==> src/rtl/controller_pkg.sv <==
// Shared FSM state type and default width constants for the job controller.
package controller_pkg;

    localparam int default_global_buf_addr_width = 13;
    localparam int default_bank                  = 32;
    localparam int default_log_bank              = 5;
    localparam int default_microaddr_width       = 5;
    localparam int default_pe_col                = 16;

    // N_SAMPLE / OUTPUT_FEATURE_LENGTH width, and round counter width (R <= 512).
    localparam int len_width   = 13;
    localparam int round_width = 14;

    typedef enum logic [2:0] {
        IDLE,
        LOAD,
        WAIT_LOAD,
        SYSTOLIC,
        AGG,
        FIN
    } ctrl_state_e;

endpackage

==> src/rtl/ctrl_addr_counter.sv <==
// Loadable, enable-increment counter that wraps modulo 2^width; load wins over enable.
module ctrl_addr_counter #(
    parameter int width = 8
) (
    input  logic             clk,
    input  logic             rstn,
    input  logic             load,
    input  logic [width-1:0] load_val,
    input  logic             en,
    input  logic [width-1:0] step,
    output logic [width-1:0] count
);

    // NOTE: sequential state uses non-blocking assignments so every register samples pre-edge values.
    always_ff @(posedge clk or negedge rstn) begin
        if (!rstn) begin
            count <= '0;
        end else if (load) begin
            count <= load_val;
        end else if (en) begin
            count <= count + step;
        end
    end

endmodule

==> src/rtl/controller.sv <==
// Job controller: stream N_SAMPLE words into the PFT, run the systolic pass, then R aggregation rounds.
// Define CONTROLLER_PERF_CNT_EN to add the perf_cycles busy-cycle counter output.
module controller
    import controller_pkg::*;
#(
    parameter int global_buf_addr_width = default_global_buf_addr_width,
    parameter int bank                  = default_bank,
    parameter int log_bank              = default_log_bank,
    parameter int microaddr_width       = default_microaddr_width,
    parameter int PE_COL                = default_pe_col
) (
    input  logic                                clk,
    input  logic                                rstn,
    input  logic                                start,
    input  logic                                LOAD_DONE,
    input  logic                                systolic_done,
    input  logic                                aggregation_done,
    input  logic [len_width-1:0]                N_SAMPLE,
    input  logic [global_buf_addr_width-1:0]    INIT_INPUT_ADDR,
    input  logic [global_buf_addr_width-1:0]    INIT_OUTPUT_ADDR,
    input  logic [len_width-1:0]                OUTPUT_FEATURE_LENGTH,
    output logic                                load_data,
    output logic                                start_systolic,
    output logic                                start_aggregation,
    output logic                                done,
    output logic [global_buf_addr_width-1:0]    global_buf_raddr,
    output logic [global_buf_addr_width-1:0]    global_buf_waddr,
    output logic [log_bank+microaddr_width-1:0] PFT_waddr
`ifdef CONTROLLER_PERF_CNT_EN
    ,
    output logic [31:0]                         perf_cycles
`endif
);

    localparam int pft_width = log_bank + microaddr_width;

    ctrl_state_e state, state_next;

    logic                             load_data_d, start_systolic_d, start_aggregation_d, done_d;
    logic                             load_dly;
    logic [len_width-1:0]             n_q, issue_cnt;
    logic [round_width-1:0]           rounds_q, round, rounds_calc;
    logic [global_buf_addr_width-1:0] waddr_step;
    logic                             job_start, agg_hit, agg_last, agg_step, issue_last;

    assign job_start   = (state == IDLE) && start;
    assign agg_hit     = (state == AGG) && aggregation_done;
    assign agg_last    = agg_hit && (round == rounds_q - round_width'(1));
    assign agg_step    = agg_hit && !agg_last;
    assign issue_last  = (issue_cnt + len_width'(1)) == n_q;
    assign rounds_calc = round_width'((32'(OUTPUT_FEATURE_LENGTH) + PE_COL - 1) / PE_COL);
    // bank is a power of two, so this equals n_q >> log_bank.
    assign waddr_step  = global_buf_addr_width'(32'(n_q) / bank);

    // State register plus the registered copies of every control output.
    always_ff @(posedge clk or negedge rstn) begin
        if (!rstn) begin
            state             <= IDLE;
            load_data         <= 1'b0;
            start_systolic    <= 1'b0;
            start_aggregation <= 1'b0;
            done              <= 1'b0;
            load_dly          <= 1'b0;
        end else begin
            state             <= state_next;
            load_data         <= load_data_d;
            start_systolic    <= start_systolic_d;
            start_aggregation <= start_aggregation_d;
            done              <= done_d;
            load_dly          <= load_data;
        end
    end

    always_comb begin
        // NOTE: default assignment first so no path through the case can infer a latch.
        state_next = state;
        unique case (state)
            IDLE:      if (start) state_next = (N_SAMPLE == '0) ? WAIT_LOAD : LOAD;
            LOAD: begin
                if (LOAD_DONE)       state_next = SYSTOLIC;
                else if (issue_last) state_next = WAIT_LOAD;
            end
            WAIT_LOAD: if (LOAD_DONE) state_next = SYSTOLIC;
            SYSTOLIC:  if (systolic_done) state_next = (rounds_q == '0) ? FIN : AGG;
            AGG:       if (agg_last) state_next = FIN;
            FIN:       state_next = IDLE;
            default:   state_next = IDLE;
        endcase
    end

    // Outputs are decoded from the upcoming state so they appear registered, one cycle after the trigger.
    always_comb begin
        load_data_d         = (state_next == LOAD);
        done_d              = (state_next == FIN);
        start_systolic_d    = (state_next == SYSTOLIC) && (state != SYSTOLIC);
        start_aggregation_d = ((state_next == AGG) && (state != AGG)) || agg_step;
    end

    // Job configuration is captured once at start; later input changes do not affect a running job.
    always_ff @(posedge clk or negedge rstn) begin
        if (!rstn) begin
            n_q      <= '0;
            rounds_q <= '0;
            round    <= '0;
        end else if (job_start) begin
            n_q      <= N_SAMPLE;
            rounds_q <= rounds_calc;
            round    <= '0;
        end else if (agg_hit) begin
            round    <= round + round_width'(1);
        end
    end

`ifdef CONTROLLER_PERF_CNT_EN
    always_ff @(posedge clk or negedge rstn) begin
        if (!rstn) begin
            perf_cycles <= '0;
        end else if (job_start) begin
            perf_cycles <= '0;
        end else if (state != IDLE) begin
            perf_cycles <= perf_cycles + 32'd1;
        end
    end
`endif

    ctrl_addr_counter #(.width(len_width)) u_issue_cnt (
        .clk      (clk),
        .rstn     (rstn),
        .load     (job_start),
        .load_val ('0),
        .en       (load_data),
        .step     (len_width'(1)),
        .count    (issue_cnt)
    );

    ctrl_addr_counter #(.width(global_buf_addr_width)) u_raddr (
        .clk      (clk),
        .rstn     (rstn),
        .load     (job_start),
        .load_val (INIT_INPUT_ADDR),
        .en       (load_data),
        .step     (global_buf_addr_width'(1)),
        .count    (global_buf_raddr)
    );

    // PFT writes trail the reads by the one-cycle buffer latency.
    ctrl_addr_counter #(.width(pft_width)) u_pft_waddr (
        .clk      (clk),
        .rstn     (rstn),
        .load     (job_start),
        .load_val ('0),
        .en       (load_dly),
        .step     (pft_width'(1)),
        .count    (PFT_waddr)
    );

    ctrl_addr_counter #(.width(global_buf_addr_width)) u_waddr (
        .clk      (clk),
        .rstn     (rstn),
        .load     (job_start),
        .load_val (INIT_OUTPUT_ADDR),
        .en       (agg_step),
        .step     (waddr_step),
        .count    (global_buf_waddr)
    );

endmodule

==> config.mk <==
export PLATFORM = sky130hd
export DESIGN_NAME = controller
export DESIGN_NICKNAME = d
export VERILOG_FILES = /design/src/rtl/controller_pkg.sv /design/src/rtl/ctrl_addr_counter.sv /design/src/rtl/controller.sv
export SDC_FILE = /design/constraint.sdc
export NUM_CORES = 1
export LEC_CHECK = 0
export ABC_AREA = 0
export BUFFER_PORTS_ARGS = -buffer_cell sky130_fd_sc_hd__clkbuf_2
export CAP_MARGIN = 20
export CORE_AREA = 2 2 85 128
export DETAILED_ROUTE_END_ITERATION = 10
export DIE_AREA = 0 0 87 130
export PLACE_DENSITY = 0.77
export SKIP_LAST_GASP = 1
export SLEW_MARGIN = 20
export SYNTH_ARGS = -nofsm -noshare
export SYNTH_HDL_FRONTEND = slang
export SYNTH_SLANG_ARGS = --single-unit
export TNS_END_PERCENT = 50
==> constraint.sdc <==
create_clock -name clk -period 4.9 [get_ports clk]
set_input_delay 1.225 -clock clk [delete_from_list [all_inputs] [get_ports clk]]
set_output_delay 1.225 -clock clk [all_outputs]
set_load 0.005 [all_outputs]
After elaboration in Yosys (flattened, before gate mapping) --
Cells that the tools add are included.
Storage, ports and cells: register bits 98, output and inout bits 40, input port bits 58
Cells by class: add/subtract/negate cells 8, mux-type cells 19, equality and inequality tests 12, reduce and logical (&&, ||, !) cells 15
Operators with widths (count):
- 13-bit two-way mux | 6
- 14-bit two-way mux | 2
- 13-bit by 1-bit adder with 13-bit output (second input constant) | 2
- 10-bit two-way mux | 2
- 3-bit two-way mux | 6
- 3-bit case mux with 5 select lines | 1
- 14-bit by 1-bit subtractor with 15-bit output (second input constant) | 1
- 13-bit by 5-bit adder with 14-bit output (second input constant) | 1
- 14-bit by 1-bit adder with 14-bit output (second input constant) | 1
- 14-bit == test | 1
- 14-bit zero test | 1
- 14-bit by 1-bit subtractor with 14-bit output (second input constant) | 1
- 13-bit by 8-bit adder with 13-bit output | 1
- 13-bit == test | 1
- 13-bit zero test | 1
- 10-bit by 1-bit adder with 10-bit output (second input constant) | 1
- 3-bit by 2-bit == test with 1-bit output (second input constant) | 3
- 3-bit == test (second input constant) | 3
- 2-bit nonzero test | 4
- 3-bit by 1-bit == test with 1-bit output (second input constant) | 2
- 1-bit logical AND | 6
- 3-bit zero test | 1
- 3-bit by 2-bit != test with 1-bit output (second input constant) | 1
- 3-bit != test (second input constant) | 1
- other kinds (4) | 4

Depth between registers and ports, before layout --
word-level depth 8, mapped depth 11, gate-level depth less buffers 10

Cells and area by module --
Synthesis repeated with hierarchy kept, for this count alone.
Unflattened totals: cells, all modules 756, area total of the unflattened synthesis 7069.3 µm²
Modules (own cells, without submodules):
- ctrl_addr_counter at u_issue_cnt ... | times used 3, sequential area each 325.3 µm², area an instance 1086.0 µm², cells an instance 115
- controller | times used 1, sequential area each 1126.1 µm², area an instance 2937.8 µm², cells an instance 316
- ctrl_addr_counter at u_pft_waddr | times used 1, sequential area each 250.2 µm², area an instance 873.3 µm², cells an instance 95

Least setup slack after synthesis --
Ideal clock, no wire load.
kind input port to flip-flop, start input start, end register n_q[6], setup time 0.134 ns, stages 4, path slack 2.012 ns, arrival 2.755 ns, path buffers 2, data required time 4.766 ns, cells stage by stage nor4b_1 -> clkbuf_1 -> buf_1 -> o21ai_0
Between the ends: word-level cells in the longest chain between the ends 1
Ends and longest elaborated chain:
- from (decl) | RTL line controller.sv:14 | input logic start,
- 1-bit logical AND | RTL line controller.sv:46 | assign job_start = (state == IDLE) && start;
- to (signal assigned) | RTL line controller.sv:102 | n_q <= '0;
- to (signal assigned) | RTL line controller.sv:106 | n_q <= N_SAMPLE;
- to (decl) | RTL line controller.sv:41 | logic [len_width-1:0] n_q, issue_cnt;
Every way passes these cells. A chain may end at the register's enable or synchronous reset.

Worst setup path after layout --
start register rounds_q[0], end register u_waddr.count[1]
Between the ends: word-level cells in the longest chain between the ends 6
Ends and longest elaborated chain:
- from (decl) | RTL line controller.sv:42 | logic [round_width-1:0] rounds_q, round, rounds_calc;
- from (signal assigned) | RTL line controller.sv:107 | rounds_q <= rounds_calc;
- 14-bit by 1-bit subtractor with 14-bit output | RTL line controller.sv:48 | assign agg_last = agg_hit && (round == rounds_q - round_width'(1));
- 14-bit == test | RTL line controller.sv:48
- 1-bit logical AND | RTL line controller.sv:48
- 1-bit zero test | RTL line controller.sv:49 | assign agg_step = agg_hit && !agg_last;
- 1-bit logical AND | RTL line controller.sv:49
- 2-bit nonzero test (no source line)
- to (signal assigned) | RTL line ctrl_addr_counter.sv:19 | count <= load_val;
- to (signal assigned) | RTL line ctrl_addr_counter.sv:21 | count <= count + step;
- to (decl) | RTL line ctrl_addr_counter.sv:11 | output logic [width-1:0] count
Every way passes these cells.

==> impl_metrics.sql <==
INSERT INTO impl_metrics (metric_group, metric, value, unit) VALUES
('clock_network', 'clk_transition_reported_paths', '0.07', 'ns'),
('timing', 'slew-limit-headroom', '0.388', ''),
('power', 'vdd_ir_drop_max', '385', 'µV'),
('grt', 'grt_first_pass_wirelength', '21.4', 'mm'),
('synthesis', 'synthDominantCellAreaShare', '0.428', ''),
('final_layout', 'nets', '768', ''),
('clock_network', 'clock_tree.buffer_depth', '2', ''),
('synthesis', 'yosysMostFrequentCell', 'sky130_fd_sc_hd__nand2_1', ''),
('synthesis', 'top_area_cells_in_the_synthesized_netlist', 'sky130_fd_sc_hd__dfrtp_1 43%, sky130_fd_sc_hd__xor2_1 8.1%, sky130_fd_sc_hd__nand2_1 6.7%', ''),
('critical_path', 'timing.critical_path.slowest_stage_cell', 'sky130_fd_sc_hd__nor4_1', ''),
('hold_path', 'min-delay-path-class', 'flop to flop', ''),
('placement', 'place.detailed.hpwl', '9.59', 'mm'),
('critical_path', 'cp_slowest_stage_delay', '0.71', 'ns'),
('timing', 'maxSlewViolCount', '0', ''),
('power', 'pwr_cell_area', '561', 'nW/µm²'),
('clock_network', 'postCtsSetupRepairBufs', '0', ''),
('timing', 'fin_worst_hold_slack', '0.502', 'ns'),
('synthesis', 'netlist.top_cell.by_area', 'sky130_fd_sc_hd__dfrtp_1', ''),
('clock_network', 'clkLatencyLatePin', '0.34', 'ns'),
('critical_path', 'critPathRequiredTime', '5.12', 'ns'),
('clock_network', 'htree_num_levels', '3', ''),
('final_layout', 'area_delta_synth_final', '15.9', '%'),
('power', 'cellLeakagePower', '2.94', 'nW'),
('timing', 'final.setup_skew', '0.00669', 'ns'),
('clock_network', 'cts-hold-fix-buffers', '0', ''),
('die', 'core_box_area', '10300', 'µm²'),
('detailed_routing', 'drc', '0', ''),
('final_layout', 'drive_above_1_share', '0.187', ''),
('detailed_routing', 'post_drt_wl_per_cell', '15.7', 'µm'),
('critical_path', 'critical_path.startpoint_type', 'flop', ''),
('die', 'dieArea', '11300', 'µm²'),
('detailed_routing', 'vias', '4734', ''),
('power', 'pwr-share-seq', '0.392', ''),
('critical_path', 'critPathArrivalTime', '3.19', 'ns'),
('placement', 'routabilityCongestion', '0.890', ''),
('synthesis', 'yosysUniqueCellTypes', '58', ''),
('die', 'start_util', '0.534', ''),
('grt', 'number_of_global_route_vias_before_repair', '4650', ''),
('timing', 'worstMarginPinSlew', '0.918', 'ns'),
('final_layout', 'antenna_fix_cells', '0', ''),
('placement', 'placed_area', '6040', 'µm²'),
('synthesis', 'synth_seq_area_share', '0.428', ''),
('timing', 'layout_min_cycle_time', '2.96', 'ns'),
('detailed_routing', 'drtPass1Iterations', '4', ''),
('power', 'switching_share', '0.395', ''),
('synthesis', 'ys_ff_latch', '94', ''),
('job', 'maxCapViolCount', '0', ''),
('timing', 'sum_of_negative_setup_slack', '0', 'ns'),
('run_status', 'outcome', 'finished, final reports clean', ''),
('synthesis', 'synth.cell_area', '5500', 'µm²'),
('synthesis', 'yosys-top-cells-count', '98 x sky130_fd_sc_hd__nand2_1, 94 x sky130_fd_sc_hd__dfrtp_1, 65 x sky130_fd_sc_hd__nor2_1, 51 x sky130_fd_sc_hd__xor2_1, 43 x sky130_fd_sc_hd__o21ai_0', ''),
('detailed_routing', 'postRouteAntennaNets', '0', ''),
('synthesis', 'synthesis.area_per_instance', '8.94', 'µm²'),
('critical_path', 'timing.critical_path.cells', 'inv_1, ha_1, o21ba_2, a221oi_1, a41oi_1, nor4_1, a21o_1, nor2_1, a221o_1', ''),
('final_layout', 'final_cell_area', '6370', 'µm²'),
('timing', 'final-setup-viol-count', '0', ''),
('power', 'p_clk_frac', '0.215', ''),
('power', 'power', '3.57', 'mW'),
('power', 'p_int', '2.16', 'mW'),
('critical_path', 'setup.worst_path.class', 'flop to flop', ''),
('clock_network', 'clock_sinks', '94', ''),
('synthesis', 'syn-instance-count', '615', ''),
('timing', 'rsz0062_at_grt', 'no', ''),
('detailed_routing', 'dr.first_iter.drc_count', '238', ''),
('clock_network', 'cts_inserted_buffers', '9', ''),
('clock_network', 'clk_root_buf', 'sky130_fd_sc_hd__clkbuf_16', ''),
('die', 'fp.dieW', '87', 'µm'),
('die', 'die_height', '130', 'µm'),
('grt', 'number_of_antenna_violations_at_the_first_check_in_global_routing', '0', ''),
('grt', 'grtUsageTotal', '0.236', ''),
('synthesis', 'ys.flop_type', 'sky130_fd_sc_hd__dfrtp_1', '');
registers in the layout, indices dropped and copies added (netlist names):
| register | cells |
|---|---|
| u_raddr.count | 13 |
| n_q | 13 |
| round | 14 |
| state | 3 |
| rounds_q | 10 |
| u_waddr.count | 13 |
| load_dly | 1 |
| start_systolic | 1 |
| done | 1 |
| start_aggregation | 1 |
| u_pft_waddr.count | 10 |
| load_data | 1 |
| u_issue_cnt.count | 13 |
cells in the final DEF, fill, tap and decap left out, types with 4 or more instances in the layout:
cell,instances
sky130_fd_sc_hd__ha_1,13
sky130_fd_sc_hd__nand4_1,18
sky130_fd_sc_hd__a21oi_1,16
sky130_fd_sc_hd__nand3_1,26
sky130_fd_sc_hd__nor3b_1,6
sky130_fd_sc_hd__mux2i_1,15
sky130_fd_sc_hd__nor4_1,4
sky130_fd_sc_hd__nor3_1,9
sky130_fd_sc_hd__or3_1,6
sky130_fd_sc_hd__nand2_1,98
sky130_fd_sc_hd__clkbuf_16,9
sky130_fd_sc_hd__and3_1,13
sky130_fd_sc_hd__and2_1,4
sky130_fd_sc_hd__xor2_1,51
sky130_fd_sc_hd__inv_1,10
sky130_fd_sc_hd__clkbuf_2,96
sky130_fd_sc_hd__buf_4,5
sky130_fd_sc_hd__o21ai_0,43
sky130_fd_sc_hd__nor2_1,65
sky130_fd_sc_hd__dfrtp_1,94
sky130_fd_sc_hd__xnor2_1,30
sky130_fd_sc_hd__nor2b_1,7
area by class of cell:
class | instances | area (µm²)
clock buffer | 10 | 239
clock inverter | 6 | 93.8
fill | 888 | 3930
inverter | 10 | 37.5
multi-input combinational | 480 | 2980
sequential | 94 | 2350
tap | 120 | 150
timing repair buffer | 101 | 518
worst paths after layout:
check                           cells past startpoint  slack (ns)        start               end
max in group asynchronous                           2        3.00         rstn  u_raddr.count[1]
worst min-delay path                                2        0.50       n_q[4]            n_q[4]
worst max register to register                      9        1.94  rounds_q[0]  u_waddr.count[1]
worst min register to register                      2        0.50       n_q[4]            n_q[4]
min in group asynchronous                           1        1.00         rstn          load_dly
worst max-delay path                                9        1.94  rounds_q[0]  u_waddr.count[1]
cell families after synthesis:
group,count (synthesis),synth area share
XOR/XNOR,81,0.129
multiplexers,16,0.0294
AND/OR/NAND/NOR,272,0.234
AO/OA/AOI/OAI,97,0.115
flip-flops,94,0.428
adder cells (fa/ha/maj),14,0.0332
buffers and inverters,41,0.0310
per-layer routing:
metal	vias to the layer above	part of all wire	track usage
met5	-	0	0
met4	0	0.021	0.0864
met3	23	0.044	0.0455
met2	119	0.52	0.413
met1	2302	0.42	0.287
li1	2290	-	-
critical path: cells and delay by family (launching register included):
family,cells,cell delay (ns)
compound gates,5,1.25
buf+inv,1,0.08
fa+ha+maj,1,0.30
simple gates,2,0.78
flops,1,0.44
stage by stage:
step	setup WS, ns	instances
2_1_floorplan	2.01	615
3_3_place_gp	2.07	805
3_5_place_dp	1.94	805
4_1_cts	1.91	821
5_1_grt	1.71	821
6_report	1.94	821
power by group through the flow:
stage | clock network, mW | logic (mW) | registers (mW)
6_report | 0.767 | 1.40 | 1.40
5_1_grt | 0.804 | 1.60 | 1.44
4_1_cts | 0.784 | 1.41 | 1.40
3_5_place_dp | 0 | 1.40 | 1.41
3_3_place_gp | 0 | 1.33 | 1.39
2_1_floorplan | 0 | 1.09 | 1.27
Power figures use the tool's default switching activity.
